## config.mk

```make
export PLATFORM = sky130hd
export DESIGN_NAME = regfile_wb_arbiter
export DESIGN_NICKNAME = d
export VERILOG_FILES = /design/src/rtl/regfile_wb_arbiter.sv
export SDC_FILE = /design/constraint.sdc
export NUM_CORES = 1
export LEC_CHECK = 0
export ABC_AREA = 1
export BUFFER_PORTS_ARGS = -buffer_cell sky130_fd_sc_hd__buf_4
export CORE_ASPECT_RATIO = 1.1
export CORE_MARGIN = 2
export CORE_UTILIZATION = 46
export CTS_CLUSTER_SIZE = 14
export DETAILED_ROUTE_END_ITERATION = 8
export GPL_ROUTABILITY_DRIVEN = 0
export PLACE_DENSITY_LB_ADDON = 0.08
export SLEW_MARGIN = 20
export SYNTH_ARGS = -nofsm -noshare
export SYNTH_HDL_FRONTEND = slang
export SYNTH_SLANG_ARGS = --single-unit
```

## constraint.sdc

```tcl
create_clock -name clk -period 2.96 [get_ports clk]
set_clock_uncertainty 0.2 [all_clocks]
set_input_delay 0 -clock clk [delete_from_list [all_inputs] [get_ports clk]]
set_output_delay 0 -clock clk [all_outputs]
set_load 0.01 [all_outputs]
```

## src/rtl/regfile_wb_arbiter.sv

```systemverilog
// regfile_wb_arbiter: shares the register-file write port between the ALU (req0)
// and the load unit (req1). Fixed priority for req0, with a starvation guard that
// hands one grant to req1 after it has been refused MAX_WAIT cycles in a row.
// The write port is registered, and writes to x0 are accepted but suppressed.
module regfile_wb_arbiter #(
    parameter int unsigned MAX_WAIT = 3,
    parameter int unsigned XLEN     = 32
) (
    input  logic            clk,
    input  logic            rst,
    input  logic            req0_valid,
    input  logic [4:0]      req0_addr,
    input  logic [XLEN-1:0] req0_data,
    output logic            req0_ready,
    input  logic            req1_valid,
    input  logic [4:0]      req1_addr,
    input  logic [XLEN-1:0] req1_data,
    output logic            req1_ready,
    output logic            rf_we,
    output logic [4:0]      rf_waddr,
    output logic [XLEN-1:0] rf_wdata,
    output logic            starve_flag
);

    localparam int unsigned AW = 5;
    localparam int unsigned CW = 4;
    localparam logic [CW-1:0] WAIT_LIMIT = CW'(MAX_WAIT);

    // Grants for the current cycle
    logic gnt0_c;
    logic gnt1_c;

    // Starvation tracking state
    logic [CW-1:0] wait_cnt_q;
    logic [CW-1:0] wait_cnt_d;
    logic          starve_flag_q;
    logic          starve_flag_d;

    // Registered write port
    logic            rf_we_q;
    logic            rf_we_d;
    logic [AW-1:0]   rf_waddr_q;
    logic [AW-1:0]   rf_waddr_d;
    logic [XLEN-1:0] rf_wdata_q;
    logic [XLEN-1:0] rf_wdata_d;

    // Arbitration: req0 wins contention unless the starvation override is armed.
    // Nothing is granted while reset is held.
    always_comb begin
        gnt0_c = 1'b0;
        gnt1_c = 1'b0;
        if (!rst) begin
            if (req1_valid && (!req0_valid || starve_flag_q)) begin
                gnt1_c = 1'b1;
            end else if (req0_valid) begin
                gnt0_c = 1'b1;
            end
        end
    end

    assign req0_ready = gnt0_c;
    assign req1_ready = gnt1_c;

    // Refusal counter: counts consecutive cycles req1 waits, clears on grant or idle
    always_comb begin
        wait_cnt_d = wait_cnt_q;
        if (!req1_valid || gnt1_c) begin
            wait_cnt_d = '0;
        end else if (wait_cnt_q < WAIT_LIMIT) begin
            wait_cnt_d = wait_cnt_q + CW'(1);
        end
        starve_flag_d = (wait_cnt_d == WAIT_LIMIT);
    end

    // Write-port next state: capture the granted request; x0 writes keep we low
    always_comb begin
        rf_we_d    = 1'b0;
        rf_waddr_d = rf_waddr_q;
        rf_wdata_d = rf_wdata_q;
        if (gnt1_c) begin
            rf_we_d    = (req1_addr != '0);
            rf_waddr_d = req1_addr;
            rf_wdata_d = req1_data;
        end else if (gnt0_c) begin
            rf_we_d    = (req0_addr != '0);
            rf_waddr_d = req0_addr;
            rf_wdata_d = req0_data;
        end
    end

    // State registers; reset discards any in-flight write immediately
    always_ff @(posedge clk or posedge rst) begin
        if (rst) begin
            wait_cnt_q    <= '0;
            starve_flag_q <= 1'b0;
            rf_we_q       <= 1'b0;
            rf_waddr_q    <= '0;
            rf_wdata_q    <= '0;
        end else begin
            wait_cnt_q    <= wait_cnt_d;
            starve_flag_q <= starve_flag_d;
            rf_we_q       <= rf_we_d;
            rf_waddr_q    <= rf_waddr_d;
            rf_wdata_q    <= rf_wdata_d;
        end
    end

    assign rf_we       = rf_we_q;
    assign rf_waddr    = rf_waddr_q;
    assign rf_wdata    = rf_wdata_q;
    assign starve_flag = starve_flag_q;

endmodule

```

==> results of run 1 <==
## layer usage
layer | routed length [um] | up-vias
met2 | 4200 | 108
met3 | 495 | 17
met1 | 3270 | 1366
met5 | 0 | -
li1 | - | 1450
met4 | 138 | 0
## how the worst max path moves through the flow
stage                                from                        to  cells past startpoint
finish              starve_flag$_DFF_PP0_           rf_we$_DFF_PP0_                      9
global route        starve_flag$_DFF_PP0_           rf_we$_DFF_PP0_                      9
CTS                 starve_flag$_DFF_PP0_           rf_we$_DFF_PP0_                      9
detailed placement  starve_flag$_DFF_PP0_  rf_wdata[26]$_DFFE_PP0P_                      7
global placement    starve_flag$_DFF_PP0_   rf_wdata[7]$_DFFE_PP0P_                      7
floorplan                             rst   rf_waddr[0]$_DFFE_PP0P_                      6
## synthesized netlist by cell type (all sizes together)
master  instances  share of area, %
nand2         162                26
dfrtp          43                45
nand3          41               8.8
nand4          37               9.7
buf            22               5.6
inv            11               1.7
nor2            9               1.4
clkbuf          5              0.79
a21boi          1              0.31
ha              1              0.52
nor3            1              0.21
o21ai           1              0.21
## state kept, by name, indices dropped and copies added, names as in the netlist
register and cells:
wait_cnt_q 4, rf_we 1, rf_wdata 32, rf_waddr 5, starve_flag 1
## worst min-delay path: cells and delay by family
| kind | cells | cell delay (ps) |
|---|---|---|
| AND/OR/NAND/NOR | 4 | 300 |
| buffers and inverters | 1 | 250 |
## area by class of cell
| cell class | instances | area share [%] |
|---|---|---|
| clock buffers | 6 | 1.78 |
| well taps | 58 | 1.78 |
| flip-flops and latches | 43 | 26.3 |
| repair buffers | 201 | 41.7 |
| multi-input cells | 253 | 27.4 |
| inverters | 11 | 1.01 |
## cell usage in the layout, fill, tap and decap left out
cell type                       instances
sky130_fd_sc_hd__nand3_2                1
sky130_fd_sc_hd__a21boi_1               1
sky130_fd_sc_hd__nand2_1              160
sky130_fd_sc_hd__nor3_1                 1
sky130_fd_sc_hd__ha_1                   1
sky130_fd_sc_hd__o21ai_0                1
sky130_fd_sc_hd__nand3_1               40
sky130_fd_sc_hd__dlygate4sd3_1         77
sky130_fd_sc_hd__clkbuf_1               1
sky130_fd_sc_hd__nand2_2                2
sky130_fd_sc_hd__dfrtp_1               43
sky130_fd_sc_hd__inv_1                 10
sky130_fd_sc_hd__inv_2                  1
sky130_fd_sc_hd__clkbuf_8               5
sky130_fd_sc_hd__buf_4                123
sky130_fd_sc_hd__buf_6                  1
sky130_fd_sc_hd__nor2_1                 9
sky130_fd_sc_hd__nand4_1               37
## per-stage QoR
stage	util [%]	hold WS (ps)
final	81.7	99.8
after floorplan	-	-57.8
after global placement	64.8	-62.9
after CTS	81.7	73.8
after detailed placement	64.8	-61.8
after global routing	81.7	144
## power by group
group          total, mW  internal [mW]  switching (mW)
combinational      0.662          0.356           0.306
sequential         0.748          0.688          0.0594
clock              0.348          0.158           0.191
## kinds of logic (layout without fill, tap and decap cells)
kind of cell             Yosys count  count (layout)  synth area share (%)
AND/OR/NAND/NOR                  250             250                  45.8
flip-flops                        43              43                  45.0
buffers and inverters             38             218                  8.12
AO/OA/AOI/OAI                      2               2                 0.524
adder cells (fa/ha/maj)            1               1                 0.524
## timing repair
action / CTS / global route
endpoints found under the setup margin: 0 / 1
hold buffers: 77 / 0
gates resized for setup: 0 / 1
endpoints found under the hold margin: 81 / 0
==> results.cfg, run 1 <==
[synth]
synth.net_count = 413
synthesis.instances = 334
synth.distinct_cells = 17
synth_area_per_cell_sq_um = 7.15
synth-seq-cells = 43
mappedNetlistArea_sq_um = 2390
synth_warnings = 0
synth_seq_area_share_pct = 45.0

[clock_tree]
maximum_buffer_depth_of_the_clock_tree = 2
cts.sink_count = 43
clock_root_cell = sky130_fd_sc_hd__clkbuf_8
cts_setup_buffers = 0
htreeDepth = 2
cts_tree = built
clkSlewWorstSetupHoldPaths_ps = 80
numCtsBuffers = 5
insertion_delay_ps = 290

[critical_path]
worstPathRequired_ps = 2930
start_kind = flip-flop
worst_path_bufs_invs = 5
r2r.worst_path.cells = 9
critPathCaptureType = flip-flop
arrival_ps = 2740
critPathKind = flip-flop to flip-flop
path_cells = inv_1 -> nand2_2 -> nand3_2 -> buf_6 -> inv_1 -> o21ai_0 -> dlygate4sd3_1 -> nand2_1 -> dlygate4sd3_1
r2r-start = starve_flag$_DFF_PP0_
reg2reg_to = rf_we$_DFF_PP0_
slowest_delay_ps = 570
cp_max_fo = 38
cpMaxStageDelayCell = sky130_fd_sc_hd__dlygate4sd3_1
r2r_setup_slack_ps = 190
crit_family = buffers and inverters

[routing]
vias_per_cell = 5.14
finalWirelength_um = 8100
detail_route.drc_violations = 0
routedWlPerCell_um = 14.2
drt_iter0_markers = 238
vias = 2941
number_of_optimization_iterations_in_the_first_detailed_route_pass = 4
route.antenna.remaining_nets = 0

[cells_and_area]
multi_input_comb_area_sq_um = 1120
total_inserted_antenna_cells = 0
fraction_of_layout_instances_using_a_drive_strength_above_1_pct = 25.9
synth_to_layout_area_growth_pct = 71.1
fin_nets = 594
instances_no_fill = 572
postLayoutCellArea_sq_um = 4090
layout.area.seq_sq_um = 1080
fillers = 350

[power]
static-leakage-power_nw = 2.26
worst_ir_drop_vdd_v = 0.000294
power.density_cell_area_nw_per_um2 = 430
finalPower_mw = 1.76

[floorplan]
core_area_sq_um = 5000
io-pin-count = 119
die_area_sq_um = 5790
placement_rows = 27
floorplan.die.height_um = 79.6
die_x_um = 72.7
initial_utilization_pct = 47.8

[grt]
grt_pass1_vias = 2963
globalRoute.busiestLayer = met2
grt_pass1_wl_um = 13500
groute.layer.met3.usage_pct = 4.92
antenna_found_initial = 0
grt_overflow_total = 0
global_route.usage.met2_pct = 53.7
grt_start_max_net_pins = 48
grt.met1_usage_pct = 35.0
track_usage_pct = 29.5

[timing]
timing_hold_violations_final = 0
timing_worst_slew_pin_value_ps = 739
timing.final.max_slew_violations = 0
timing.fmax_mhz = 361
grt_setup_unrepaired = false
relSlewSlack_pct = 50.6
layout_worst_path_cycle_share_pct = 93.6
setup_slack_ps = 191
setup_viol_count_final = 0
final.min_clock_period_ps = 2770
setup_total_negative_slack_ps = 0

[worst_hold_path]
worst_hold_startpoint = req1_valid
min-delay-path-class = input pin to flip-flop
whs_endpoint = rf_waddr[0]$_DFFE_PP0P_
hold-path-cell-count = 5

[place]
dpl-instance-area_sq_um = 3240
dp_hpwl_um = 4350
dp_slack_ps = 1120
portBuffers = 118
dpl.cell_count = 489

[outcome]
status = complete, no violations

[run]
cap_violations = 0
(Power assumes the default switching activity.)
==> inputs of run 2 (changes only) <==
CORE_UTILIZATION = 47   (was 46)
CTS_BUF_LIST = sky130_fd_sc_hd__clkbuf_8   (was not set)
PLACE_DENSITY = 0.84   (was not set)
PLACE_DENSITY_LB_ADDON = not set   (was 0.08)
==> run 2 against run 1 <==
Critical path depth did not move. Register-to-register slack improved by 270 ps. Clock power rose by 18%. First-iteration DRC count rose by 19%. Cell area rose by 0.46%. Count of clock-buffer cells in the layout rose by 1. Routed wire length rose by 4.2%. Critical path type is now input pin to flip-flop. Critical endpoint unchanged.
==> results.cfg, run 2 (synthesized netlist as in run 1, its figures left out) <==
[outcome]
status = complete, no violations

[cells_and_area]
fraction_of_layout_instances_using_a_drive_strength_above_1_pct = 26.1
synth_to_layout_area_growth_pct = 71.9
total_inserted_antenna_cells = 0
instances_no_fill = 572
fin_nets = 592
largest_register_ffs = 32
layout.area.seq_sq_um = 1080
multi_input_comb_area_sq_um = 1120
mostFrequentLayoutCells = sky130_fd_sc_hd__nand2_1, sky130_fd_sc_hd__buf_4, sky130_fd_sc_hd__dlygate4sd3_1
fillers = 299
mostFrequentLayoutCell = sky130_fd_sc_hd__nand2_1

[worst_hold_path]
hold-path-cell-count = 4
min-delay-path-class = input pin to flip-flop
worst_hold_startpoint = req1_valid
whs_endpoint = starve_flag$_DFF_PP0_

[routing]
number_of_optimization_iterations_in_the_first_detailed_route_pass = 5
drt_iter0_markers = 284
vias_per_cell = 5.31
route.antenna.remaining_nets = 0
vias = 3039
routedWlPerCell_um = 14.8
detail_route.drc_violations = 0
finalWirelength_um = 8440

[critical_path]
cp_max_fo = 45
r2r.worst_path.cells = 8
r2r-start = starve_flag$_DFF_PP0_
critPathCaptureType = flip-flop
start_kind = input pin
worstPathRequired_ps = 3000
reg2reg_to = rf_we$_DFF_PP0_
arrival_ps = 2640
critPathKind = input pin to flip-flop
r2r_setup_slack_ps = 460

[place]
dp_hpwl_um = 4550
dpl.cell_count = 488
portBuffers = 118

[clock_tree]
post_cts_resize_count = 0
clkSlewWorstSetupHoldPaths_ps = 80
clock_root_cell = sky130_fd_sc_hd__clkbuf_8
maximum_buffer_depth_of_the_clock_tree = 2
numCtsBuffers = 5
htreeDepth = 2
cts_hold_buf = 76
cts_tree = built
insertion_delay_ps = 300
cts.sink_count = 43
cts_setup_buffers = 0

[floorplan]
io-pin-count = 119
core_area_sq_um = 4970
die_area_sq_um = 5670
placement_rows = 27
floorplan.die.height_um = 78.8
die_x_um = 72.0
initial_utilization_pct = 48.1

[power]
power.density_cell_area_nw_per_um2 = 445
finalPower_mw = 1.83
worst_ir_drop_vdd_v = 0.000265
static-leakage-power_nw = 2.27

[grt]
antenna_found_initial = 0
grt_start_max_net_pins = 51
track_usage_pct = 30.0
grt_pass1_wl_um = 13400
grt_overflow_total = 0
grt_pass1_vias = 2939

[timing]
layout_worst_path_cycle_share_pct = 87.9
setup_total_negative_slack_ps = 0
grt_setup_unrepaired = false
timing.final.max_slew_violations = 0
timing_hold_violations_final = 0
relSlewSlack_pct = 53.4
timing_worst_slew_pin_value_ps = 696
final.min_clock_period_ps = 2600
timing.fmax_mhz = 384
setup_viol_count_final = 0

[run]
cap_violations = 0
-- run 2: cell types whose count changed in the layout (fill, tap and decap cells not counted), sizes merged --
cell	delta
buf	-1
clkbuf	+1
dlygate4sd3	-1
inv	+1
-- run 2: report_power, final --
part,internal [mW],switching (mW),leakage [nW]
logic,0.355,0.306,1.68
clock network,0.210,0.203,0.0557
registers,0.688,0.0642,0.540
-- run 2: metal layers --
metal / track usage (%) / up-vias / wire length (um)
met5: 0 / - / 0
met4: 7.17 / 0 / 124
met3: 6.35 / 11 / 582
met2: 55.2 / 138 / 4360
met1: 35.5 / 1442 / 3370
li1: - / 1448 / -
-- run 2: per-stage QoR --
step / hold slack, ps / utilization [%] / setup WS [ps] / instance area, sq um
floorplan: -57.8 / - / 776 / 2390
global placement: -96.8 / 65.3 / 1170 / 3240
detailed placement: -76.4 / 65.3 / 1090 / 3240
CTS: 97.7 / 82.7 / 422 / 4110
global route: 161 / 82.7 / 213 / 4110
finish: 118 / 82.7 / 357 / 4110
-- run 2: final cells by class --
cell class / instances / share of cell area (%)
clock buffer: 7 / 2.35
clock inverter: 1 / 0.0914
inverter: 11 / 1.01
multi-input combinational: 253 / 27.2
sequential: 43 / 26.2
tap: 58 / 1.77
timing repair buffer: 199 / 41.3
-- run 2: worst max path at each step --
stage / from / end / slack (ps) / depth (start not counted)
6_report: rst / rf_we$_DFF_PP0_ / 360 / 9
5_1_grt: rst / rf_we$_DFF_PP0_ / 210 / 9
4_1_cts: rst / rf_wdata[27]$_DFFE_PP0P_ / 420 / 10
3_5_place_dp: rst / rf_wdata[22]$_DFFE_PP0P_ / 1090 / 6
3_3_place_gp: starve_flag$_DFF_PP0_ / rf_wdata[30]$_DFFE_PP0P_ / 1170 / 7
2_1_floorplan: rst / rf_waddr[0]$_DFFE_PP0P_ / 780 / 6
-- run 2: critical path: stages --
cell,delay (ps)
sky130_fd_sc_hd__dlygate4sd3_1,530
sky130_fd_sc_hd__buf_4,140
sky130_fd_sc_hd__inv_2,480
sky130_fd_sc_hd__nand3_2,200
sky130_fd_sc_hd__buf_4,320
sky130_fd_sc_hd__inv_1,170
sky130_fd_sc_hd__o21ai_0,140
sky130_fd_sc_hd__dlygate4sd3_1,590
sky130_fd_sc_hd__nand2_1,60
==> inputs of run 3 (changes only) <==
BUFFER_PORTS_ARGS = not set   (was -buffer_cell sky130_fd_sc_hd__buf_4)
CORE_UTILIZATION = 66   (was 47)
DONT_BUFFER_PORTS = 1   (was not set)
==> run 3 against run 2 <==
Critical path depth did not move. Routed wire length fell by 2.0%. Largest cell class is now multi-input gates. Critical path type is now flip-flop to flip-flop. Hold slack improved by 8.8 ps. Final cell count fell by 22%. First-iteration DRC count rose by 27%.
==> results.cfg, run 3 (synthesized netlist as in run 1, its figures left out) <==
[timing]
grt_setup_unrepaired = false
timing.final.max_slew_violations = 0
setup_slack_ps = 293
timing.fmax_mhz = 375
relSlewSlack_pct = 42.7
setup_total_negative_slack_ps = 0
timing_hold_violations_final = 0
setup_viol_count_final = 0
fin_hold_ws_ps = 126
layout_worst_path_cycle_share_pct = 90.1
final.min_clock_period_ps = 2670
timing_worst_slew_pin_value_ps = 859

[critical_path]
cp_max_fo = 75
reg2reg_to = rf_waddr[3]$_DFFE_PP0P_
slowest_delay_ps = 580
critPathMostFrequentCell = sky130_fd_sc_hd__nand2_1
critPathKind = flip-flop to flip-flop
r2r_setup_slack_ps = 290
arrival_ps = 2690
path_cells = inv_1 -> nand2_2 -> nand3_2 -> buf_4 -> nand2_1 -> nand2_1 -> dlygate4sd3_1 -> nand2_1 -> nand2_1
critPathCaptureType = flip-flop
r2r.worst_path.cells = 9
cpMaxStageDelayCell = sky130_fd_sc_hd__buf_4
worst_setup_startpoint = starve_flag$_DFF_PP0_
r2r-start = starve_flag$_DFF_PP0_
worstPathRequired_ps = 2980
start_kind = flip-flop

[power]
worst_ir_drop_vdd_v = 0.000310
finalPower_mw = 1.54
power.density_cell_area_nw_per_um2 = 481
static-leakage-power_nw = 1.69

[worst_hold_path]
hold-path-cell-count = 5
worst_hold_startpoint = req1_valid
min-delay-path-class = input pin to flip-flop
whs_endpoint = rf_wdata[23]$_DFFE_PP0P_

[clock_tree]
cts_hold_buf = 78
cts.sink_count = 43
post_cts_resize_count = 0
htreeDepth = 2
insertion_delay_ps = 280
clock_root_cell = sky130_fd_sc_hd__clkbuf_8
numCtsBuffers = 5
maximum_buffer_depth_of_the_clock_tree = 2
clkSlewWorstSetupHoldPaths_ps = 80
cts_tree = built
cts_setup_buffers = 0

[cells_and_area]
synth_to_layout_area_growth_pct = 33.7
fillers = 119
total_inserted_antenna_cells = 0
postLayoutCellArea_sq_um = 3190
mostFrequentLayoutCell = sky130_fd_sc_hd__nand2_1
fin_nets = 477
largest_register_ffs = 32
fraction_of_layout_instances_using_a_drive_strength_above_1_pct = 3.78
mostFrequentLayoutCells = sky130_fd_sc_hd__nand2_1, sky130_fd_sc_hd__dlygate4sd3_1, sky130_fd_sc_hd__dfrtp_1

[place]
dp_slack_ps = 807
portBuffers = 0
dp_hpwl_um = 3450
dpl-instance-area_sq_um = 2340

[routing]
vias_per_cell = 6.10
finalWirelength_um = 8270
routedWlPerCell_um = 18.6
route.antenna.remaining_nets = 0
drt_iter0_markers = 361
detail_route.drc_violations = 0
vias = 2713
number_of_optimization_iterations_in_the_first_detailed_route_pass = 7

[grt]
antenna_found_initial = 0
grt_overflow_total = 0
track_usage_pct = 41.5
grt_start_max_net_pins = 82
grt_pass1_wl_um = 12400
grt_pass1_vias = 2675

[floorplan]
floorplan.die.height_um = 67.1
core_area_sq_um = 3410
die_area_sq_um = 4120
die_x_um = 61.4
initial_utilization_pct = 70.0
io-pin-count = 119
placement_rows = 22

[outcome]
status = complete, no violations

[run]
cap_violations = 0
## run 3: power by group
part	internal (mW)	switching (mW)
clock	0.154	0.183
combinational	0.174	0.203
sequential	0.688	0.135
total	1.02	0.521
## run 3: worst max path at each step
stage	endpoint
floorplan	rf_waddr[0]$_DFFE_PP0P_
global placement	rf_wdata[26]$_DFFE_PP0P_
detailed placement	rf_wdata[17]$_DFFE_PP0P_
CTS	rf_we$_DFF_PP0_
global route	rf_waddr[0]$_DFFE_PP0P_
finish	rf_waddr[3]$_DFFE_PP0P_
## run 3: area by class of cell
class                      count  area (sq um)  share of cell area [%]
multi-input combinational    253          1120                    35.0
sequential                    43          1080                    33.7
timing repair buffer          84           826                    25.9
clock buffer                   5          68.8                    2.15
tap                           48          60.1                    1.88
inverter                      11          41.3                    1.29
clock inverter                 1          3.75                   0.118
## run 3: critical path, delay by kind of cell, from the launching register on
kind	cells	cell delay, ps
buffers and inverters	3	1250
AND/OR/NAND/NOR	6	730
flip-flops	1	430
## run 3: per-stage QoR
| stage | util [%] | instances |
|---|---|---|
| after floorplan | - | 334 |
| final | 93.6 | 445 |
| after global routing | 93.6 | 445 |
| after global placement | 68.6 | 361 |
| after CTS | 93.6 | 445 |
| after detailed placement | 68.6 | 361 |
## run 3: layer usage
layer | track usage (%) | vias up | wire length, um
met1 | 44.0 | 1224 | 2750
met4 | 17.0 | 0 | 378
met3 | 16.1 | 47 | 1060
li1 | - | 1216 | -
met5 | 0 | - | 0
met2 | 72.1 | 226 | 4070
